$ cat src/rtl/nrisc_pc_stack.sv
// rtl/nrisc_pc_stack.sv - program counter with hardware return-address stack
// Optional interrupt entry (irq/irq_ack, ie bit) enabled by defining NRISC_PC_IRQ_EN.
module nrisc_pc_stack #(
  parameter int                ADDR_W       = 16,
  parameter int                DEPTH        = 8,
  parameter logic [ADDR_W-1:0] RESET_VECTOR = '0
`ifdef NRISC_PC_IRQ_EN
  ,
  parameter logic [ADDR_W-1:0] IRQ_VECTOR   = ADDR_W'(4)
`endif
) (
  input  logic                    clk,
  input  logic                    rst,
  input  logic [1:0]              PC_ctrl,
  input  logic                    PC_en,
  input  logic [ADDR_W-1:0]       PC_jump_in,
  input  logic [1:0]              STACK_ctrl,
`ifdef NRISC_PC_IRQ_EN
  input  logic                    irq,
  output logic                    irq_ack,
`endif
  output logic [ADDR_W-1:0]       PC_out,
  output logic [$clog2(DEPTH):0]  STACK_level,
  output logic                    STACK_full,
  output logic                    STACK_empty,
  output logic                    STACK_overflow,
  output logic                    STACK_underflow
);

  localparam int PTR_W = $clog2(DEPTH);
  localparam int LVL_W = PTR_W + 1;

  logic [ADDR_W-1:0] pc_q;
  logic [ADDR_W-1:0] pc_d;
  logic [ADDR_W-1:0] ret_q;
  logic [LVL_W-1:0]  level_q;
  logic              ovf_q;
  logic              unf_q;
  logic [ADDR_W-1:0] mem [DEPTH];

  logic              full;
  logic              empty;
  logic              push_cmd;
  logic              pop_cmd;
  logic              clr_cmd;
  logic              irq_take;
  logic              do_push;
  logic              do_pop;
  logic [PTR_W-1:0]  push_idx;
  logic [PTR_W-1:0]  pop_idx;

  assign full     = (level_q == LVL_W'(DEPTH));
  assign empty    = (level_q == '0);
  assign push_cmd = (STACK_ctrl == 2'b01);
  assign pop_cmd  = (STACK_ctrl == 2'b10);
  assign clr_cmd  = (STACK_ctrl == 2'b11);

`ifdef NRISC_PC_IRQ_EN
  logic ie_q;

  // Interrupt entry only borrows an otherwise idle sequential-fetch cycle, and waits while the stack is full.
  assign irq_take = irq & ie_q & PC_en & (PC_ctrl == 2'b00) & (STACK_ctrl == 2'b00) & ~full;

  always_ff @(posedge clk or negedge rst) begin
    if (!rst) begin
      ie_q    <= 1'b1;
      irq_ack <= 1'b0;
    end else begin
      irq_ack <= irq_take;
      if (irq_take)
        ie_q <= 1'b0;
      else if (PC_en && (PC_ctrl == 2'b11))
        ie_q <= 1'b1;
    end
  end
`else
  assign irq_take = 1'b0;
`endif

  assign do_push  = (push_cmd | irq_take) & ~full;
  assign do_pop   = pop_cmd & ~empty;
  assign push_idx = level_q[PTR_W-1:0];
  assign pop_idx  = PTR_W'(level_q - LVL_W'(1));

  always_comb begin
    pc_d = pc_q;
    if (PC_en) begin
      unique case (PC_ctrl)
        2'b00:   pc_d = pc_q + ADDR_W'(1);
        2'b01:   pc_d = pc_q;
        2'b10:   pc_d = PC_jump_in;
        default: pc_d = ret_q;
      endcase
    end
`ifdef NRISC_PC_IRQ_EN
    if (irq_take)
      pc_d = IRQ_VECTOR;
`endif
  end

  always_ff @(posedge clk or negedge rst) begin
    if (!rst) begin
      pc_q    <= RESET_VECTOR;
      ret_q   <= '0;
      level_q <= '0;
      ovf_q   <= 1'b0;
      unf_q   <= 1'b0;
    end else begin
      pc_q <= pc_d;
      if (do_push)
        level_q <= level_q + LVL_W'(1);
      else if (do_pop)
        level_q <= level_q - LVL_W'(1);
      if (do_pop)
        ret_q <= mem[pop_idx];
      if (clr_cmd) begin
        ovf_q <= 1'b0;
        unf_q <= 1'b0;
      end else begin
        if (push_cmd && full)
          ovf_q <= 1'b1;
        if (pop_cmd && empty)
          unf_q <= 1'b1;
      end
    end
  end

  // Stack storage carries no reset; only entries below level are ever read.
  always_ff @(posedge clk) begin
    if (rst && do_push)
      mem[push_idx] <= pc_q;
  end

  assign PC_out          = pc_q;
  assign STACK_level     = level_q;
  assign STACK_full      = full;
  assign STACK_empty     = empty;
  assign STACK_overflow  = ovf_q;
  assign STACK_underflow = unf_q;

endmodule

$ cat config.mk
export PLATFORM = sky130hd
export DESIGN_NAME = nrisc_pc_stack
export DESIGN_NICKNAME = d
export VERILOG_FILES = /design/src/rtl/nrisc_pc_stack.sv
export SDC_FILE = /design/constraint.sdc
export NUM_CORES = 1
export LEC_CHECK = 0
export CAP_MARGIN = 10
export CORE_MARGIN = 1.5
export CORE_UTILIZATION = 25
export DETAILED_ROUTE_END_ITERATION = 8
export GPL_TIMING_DRIVEN = 0
export PLACE_DENSITY = 0.45
export SETUP_SLACK_MARGIN = 0.05
export SYNTH_ARGS = -nofsm -noshare
export SYNTH_HDL_FRONTEND = slang
export SYNTH_SLANG_ARGS = --single-unit
$ cat constraint.sdc
create_clock -name clk -period 4.4 [get_ports clk]
set_clock_uncertainty 0.15 [all_clocks]
set_input_delay 1.32 -clock clk [delete_from_list [all_inputs] [get_ports clk]]
set_output_delay 1.32 -clock clk [all_outputs]
set_load 0.01 [all_outputs]
==> results by group, run 1 <==
Outcome
  – Status: complete, no violations

Detailed routing
  – Routed Antenna Nets: 0
  – 1st-iter DRT viols: about 350
  – Drt via density: about 4.6
  – Routed WL per cell: 20.25 µm
  – Residual DRC: 0
  – Post-Route WL: between 15000 and 20000 µm
  – Total number of vias: 4130
  – TritonRoute pass-1 iters: 4

Setup path
  – Critical path arrival: approximately 2.6 ns
  – Delay of the slowest critical-path stage: approximately 0.49 ns
  – CP most frequent cell: buf_2
  – Worst path bufs/invs: 4
  – CP top delay family: buffers and inverters
  – Slowest cell on the critical path: clkdlybuf4s50_1
  – Crit. End Element: primary output
  – Type of origin of the critical path: register
  – Crit path max fanout: 10
  – Worst flop-to-flop path endpoint: mem[4][10]
  – Reg2Reg Depth: 9
  – Worst R2R Setup Slack: ~0.6 ns
  – Critical R2R Launch: STACK_level[0]
  – Worst EP required: a little under 3 ns
  – Crit path cell chain: buf_2, buf_2, inv_1, ha_1, and3b_1, clkdlybuf4s50_1
  – Critical path type: reg -> out

Pwr
  – Leak pwr: roughly 3 nW
  – IR drop worst, VDD: around 230 µV
  – PwrDens: approximately 600 mW/mm²

Synth
  – Area share of the largest cell type after synthesis: 55.42%
  – Mean post-synth cell area: 16.13 µm²
  – Sequential share of the synthesized area: roughly 69%
  – FF+latch count, synth: roughly 170
  – Syn Std Cell Area: roughly 0.0069 mm²
  – Post-synthesis net count: about 460
  – Top cells by count, synth: 128 x edfxtp_1, 42 x nand2_1, 38 x dfrtp_1
  – Yosys cell types: 58
  – Top cells by area, synth: edfxtp_1 55%, dfrtp_1 14%, mux4_2 10%
  – Mapped Cells: 430
  – Ys async rst share: between 20% and 30%
  – Yosys Warn Count: 0
  – Number of synthesized flops with an enable pin: 128
  – Synth area leader: edfxtp_1
  – Ys flop type: edfxtp_1
  – Count leader, synth: edfxtp_1

Global routing
  – Initial antenna violation count: 0
  – GRT Util Overall: between 10% and 20%
  – Vias in the first global route: 4286
  – First-pass GRT wire length: ~27000 µm
  – Grt total ovfl: 0
  – Largest net degree at the start of global routing: 25

Place
  – Dpl cell area: roughly 0.0080 mm²
  – Port buffer count: 45
  – DP Wirelength: about 13000 µm
  – Routability congestion estimate: around 0.87

Clocking
  – Clk slew on worst S/H paths: around 0.060 ns
  – Clock Sinks: about 170
  – CTS Hold Bufs: 0
  – Root buffer cell: clkbuf_16
  – Worst-skew pair later-pin latency: roughly 0.42 ns
  – H-tree depth: 4
  – CTS Buffer Depth: 2
  – CTS tree: yes
  – Num CTS Buffers: 17
  – Postcts setup bufs: 0
  – Post_cts resized: 0

Worst hold path
  – Hold path cells: 2
  – Hold WC Path Type: reg -> reg
  – Worst Hold End: ret_q[9]
  – Hold Startpoint: ret_q[9]

Die
  – Die footprint: 0.02875 mm²
  – Row count: 60
  – CORE AREA: 0.02710 mm²
  – Die X: approximately 170 µm
  – I/O Pins: 47
  – Initial Utilization: roughly 26%
  – DIE HEIGHT: 169.6 µm

Cells and area
  – Post-layout util: 31.78%
  – Fin nets: between 500 and 600
  – Filler cells: about 2700
  – Ant. Diodes: 0
  – Post-route design area: 0.008612 mm²
  – Layout cell share with drive strength beyond 1: around a fifth
  – Reg area: 0.004795 mm²
  – Area grow syn2layout: 24.17%
  – Area of the multi-input gates: ~0.002 mm²

Flow run
  – Max_cap viols: 0

STA
  – Fin crit share: a little over 90%
  – Pins over their slew limit: 0
  – Final Setup Violations: 0
  – Final Hold Viols: 0
  – RSZ-0062 raised after global routing: false
  – Min cycle time layout: between 4 and 5 ns
  – Max Fclk: 243.3 MHz
  – Worst-margin pin slew: ~1.3 ns
  – Slew margin rel.: between 10 and 15%
## metal layers
layer / GRT usage (%) / wire length (µm) / share of wire (%) / vias up
met1: 18.11 / 8341 / 46 / 2137
met5: 0 / 0 / 0 / -
met3: 2.985 / 796 / 4.4 / 12
met2: 21.10 / 8675 / 48 / 111
met4: 3.848 / 186 / 1.0 / 0
li1: - / - / - / 1870
## kinds of logic (layout without fill, tap and decap cells)
kind of cell	Yosys count	in the layout	synth area share, %
multiplexers	38	38	11.26
XOR/XNOR	4	4	0.5052
flip-flops	166	166	69.13
AO/OA/AOI/OAI	83	83	8.281
adder cells (fa/ha/maj)	3	3	0.5413
AND/OR/NAND/NOR	107	107	7.992
buffers and inverters	29	116	2.291
## layout make-up
class                           instances  area share, %
Sequential cell                       166          55.67
Inverter                                7         0.3051
Multi-Input combinational cell        235          23.30
Tap cell                              372          5.405
Clock buffer                           18          4.983
Timing Repair Buffer                   56          6.974
Buffer                                 22          1.540
Clock inverter                         13          1.816
## registers in the layout (all words and copies together), names as in the netlist
register         flops
PC_out              16
STACK_level          4
STACK_overflow       1
STACK_underflow      1
mem                128
ret_q               16
## worst reg2reg max path, stage by stage (launching register included)
cell,delay (ns)
dfrtp_1,0.38
buf_2,0.31
buf_2,0.39
inv_1,0.15
ha_1,0.27
and3b_1,0.24
nor3b_2,0.41
nand3_1,0.30
nor2_2,0.67
buf_8,0.24
## through the flow
| step | power [mW] | TNS, ns | hold slack [ns] | cells | setup WS (ns) |
|---|---|---|---|---|---|
| floorplan | 3.130 | 0 | 0.2798 | 430 | 0.6783 |
| global placement | 3.694 | -222.38 | 0.3029 | 847 | -2.526 |
| detailed placement | 3.757 | 0 | 0.3073 | 858 | 0.4235 |
| CTS | 5.258 | 0 | 0.3218 | 889 | 0.2057 |
| global route | 5.451 | 0 | 0.3452 | 889 | 0.07746 |
| finish | 5.174 | 0 | 0.3163 | 889 | 0.2902 |
## cell usage in the layout (no fill, tap or decap), drive strengths merged, types with 8 or more instances in the layout
cell type / netlist / routed
nor2: 16 / 16
clkdlybuf4s50: 0 / 44
nand2: 42 / 42
dfrtp: 38 / 38
o21ai: 19 / 19
a21oi: 13 / 13
edfxtp: 128 / 128
nand3: 10 / 10
buf: 13 / 25
mux4: 32 / 32
clkbuf: 9 / 27
a22oi: 18 / 18
inv: 7 / 8
## worst max path at each step
| stage | start | to | cells past startpoint |
|---|---|---|---|
| after global routing | STACK_level[0] | STACK_full | 6 |
| after global placement | rst | mem[0][14] | 3 |
| after CTS | STACK_level[0] | STACK_full | 6 |
| after floorplan | STACK_level[0] | mem[1][0] | 8 |
| final | STACK_level[0] | STACK_full | 6 |
| after detailed placement | STACK_ctrl[1] | ret_q[14] | 6 |
## power by group
| part | internal (mW) | switching (mW) | leakage [nW] | total (mW) |
|---|---|---|---|---|
| logic | 0.720 | 0.770 | 1.03 | 1.49 |
| clock network | 0.886 | 0.603 | 0.276 | 1.49 |
| registers | 1.97 | 0.230 | 1.63 | 2.20 |
No activity file was read; power rests on OpenSTA's default activity.
==> inputs of run 2 (changes only) <==
Settings changed: CTS_BUF_LIST set to sky130_fd_sc_hd__clkbuf_16.
Clock period 4.4 ns to 4 ns, I/O delays scaled along.
==> results by group, run 2 (synthesis results as in run 1) <==
Detailed routing
  – Drt via density: 4.627 (-0.40%)
  – TritonRoute pass-1 iters: 6 (+2)
  – Post-Route WL: 18020 µm (+0.13%)
  – Routed Antenna Nets: 0 (unchanged)
  – Routed WL per cell: 20.25 µm (about the same)
  – Total number of vias: 4118 (-0.29%)
  – Residual DRC: 0 (unchanged)
  – 1st-iter DRT viols: 311 (-11%)

Clocking
  – Worst-skew pair later-pin latency: 0.42 ns (about the same)
  – H-tree depth: 4 (unchanged)
  – Num CTS Buffers: 17 (unchanged)
  – Clk slew on worst S/H paths: 0.06 ns (about the same)
  – CTS tree: yes
  – Clock Sinks: 166 (unchanged)
  – Root buffer cell: clkbuf_16
  – CTS Buffer Depth: 2 (unchanged)
  – CTS Hold Bufs: 0 (unchanged)

Cells and area
  – Max reg flops: 128 (unchanged)
  – Fin nets: 532 (+0.19%)
  – Area grow syn2layout: 24.52%
  – Largest reg by FF count: mem
  – Post-layout util: 31.87% (+0.088 points)
  – Most frequent cells in the layout: 128 x edfxtp_1, 43 x clkdlybuf4s50_1, 42 x nand2_1
  – Filler cells: 2661 (-0.19%)
  – Layout cell share with drive strength beyond 1: 20.66% (+0.35 points)
  – Commonest non-fill, non-tap cell in the layout: edfxtp_1
  – Non-filler cells, final: 890 (+0.11%)
  – Ant. Diodes: 0 (unchanged)

Setup path
  – Type of origin of the critical path: register
  – Crit. End Element: primary output
  – Crit path max fanout: 10 (unchanged)
  – Worst EP required: 2.65 ns (-0.28 ns)
  – Delay of the slowest critical-path stage: 0.56 ns (+0.07 ns)
  – Crit path cell chain: clkbuf_4, buf_4, inv_1, ha_2, and3b_1, clkdlybuf4s50_1
  – Critical path type: reg -> out
  – Critical path arrival: 2.44 ns (-0.20 ns)
  – Slowest cell on the critical path: clkdlybuf4s50_1

STA
  – Final TNS setup: 0 ns (unchanged)
  – Min cycle time layout: ~3.8 ns
  – Final Setup Violations: 0 (unchanged)
  – Fin crit share: around 95%
  – Final Hold Viols: 0 (unchanged)
  – Pins over their slew limit: 0 (unchanged)
  – Slew margin rel.: 12.72% (-1.9 points)
  – Max Fclk: 263.5 MHz
  – Worst-margin pin slew: 1.299 ns (+0.02761 ns)
  – Min Hold Slack: 0.3163 ns (+0.00002400 ns)
  – RSZ-0062 raised after global routing: false

Global routing
  – Largest net degree at the start of global routing: 25 (unchanged)
  – Grt total ovfl: 0 (unchanged)
  – First-pass GRT wire length: 27300 µm (about the same)
  – Initial antenna violation count: 0 (unchanged)
  – Vias in the first global route: 4285 (-0.023%)
  – GRT Util Overall: 13.25% (unchanged)

Die
  – Initial Utilization: 25.59% (unchanged)
  – I/O Pins: 47 (unchanged)
  – DIE HEIGHT: 169.6 µm (unchanged)
  – Row count: 60 (unchanged)
  – Die footprint: 0.02875 mm² (unchanged)
  – Die X: 169.6 µm (unchanged)
  – CORE AREA: 0.02710 mm² (unchanged)

Place
  – DP Wirelength: 12860 µm (unchanged)
  – Port buffer count: 45 (unchanged)
  – DP Cell Count: 858 (unchanged)
  – Routability congestion estimate: 0.8706 (unchanged)

Worst hold path
  – Hold WC Path Type: reg -> reg

Outcome
  – Status: complete, no violations

Pwr
  – Leak pwr: 2.966 nW (+1.0%)
  – Final Power: 5.712 mW (+10%)
  – IR drop worst, VDD: 258.8 µV (+10%)
  – PwrDens: 661.4 mW/mm² (+10%)

Flow run
  – Max_cap viols: 0 (unchanged)
## run 2: worst max-delay path, delay by kind of cell, from the launching register on
kind	cells	cell delay [ns]
AND/OR/NAND/NOR	1	0.24
adder cells (fa/ha/maj)	1	0.23
flip-flops	1	0.40
buffers and inverters	4	1.15
## run 2: final cells by class
class                   count  area, µm²  area share (%)
plain buffers              22      137.6           1.594
clock buffers              17      425.4           4.926
clock inverters            14      160.2           1.855
inverters                   7      26.28          0.3043
multi-input cells         235       2016           23.34
flip-flops and latches    166       4795           55.52
well taps                 372      465.4           5.390
repair buffers             57      610.6           7.070
## run 2: where the power goes
| part | switching [mW] | internal (mW) |
|---|---|---|
| Clock | 0.664 | 0.972 |
| Sequential | 0.256 | 2.16 |
| Combinational | 0.851 | 0.806 |
## run 2: path summary, 6_finish.rpt
path / startpoint / end / slack [ns] / cells past startpoint
setup reg to reg: STACK_level[0] / ret_q[8] / 0.41 / 9
min in group asynchronous: rst / ret_q[0] / 0.58 / 1
hold / removal: ret_q[9] / ret_q[9] / 0.32 / 2
hold reg to reg: ret_q[9] / ret_q[9] / 0.32 / 2
max in group asynchronous: rst / PC_out[11] / 2.61 / 2
setup / recovery: STACK_level[0] / STACK_full / 0.21 / 6
## run 2: routing by layer
layer	global-route usage, %	wire length, µm
met1	18.09	8415
met2	21.11	8688
met3	2.985	733
met4	3.848	185
met5	0	0
## run 2: timing repair
| action | CTS | global route |
|---|---|---|
| resized for setup | 2 | 3 |
| buffers inserted | 0 | 1 |
| setup endpoints to repair | 2 | 2 |
## run 2: stage by stage
step | worst slack (ns) | instance area [µm²]
global route | 0.04961 | 8636
detailed placement | 0.1435 | 8026
CTS | 0.06678 | 8621
global placement | -2.806 | 7851
finish | 0.2052 | 8636
floorplan | 0.2783 | 6935
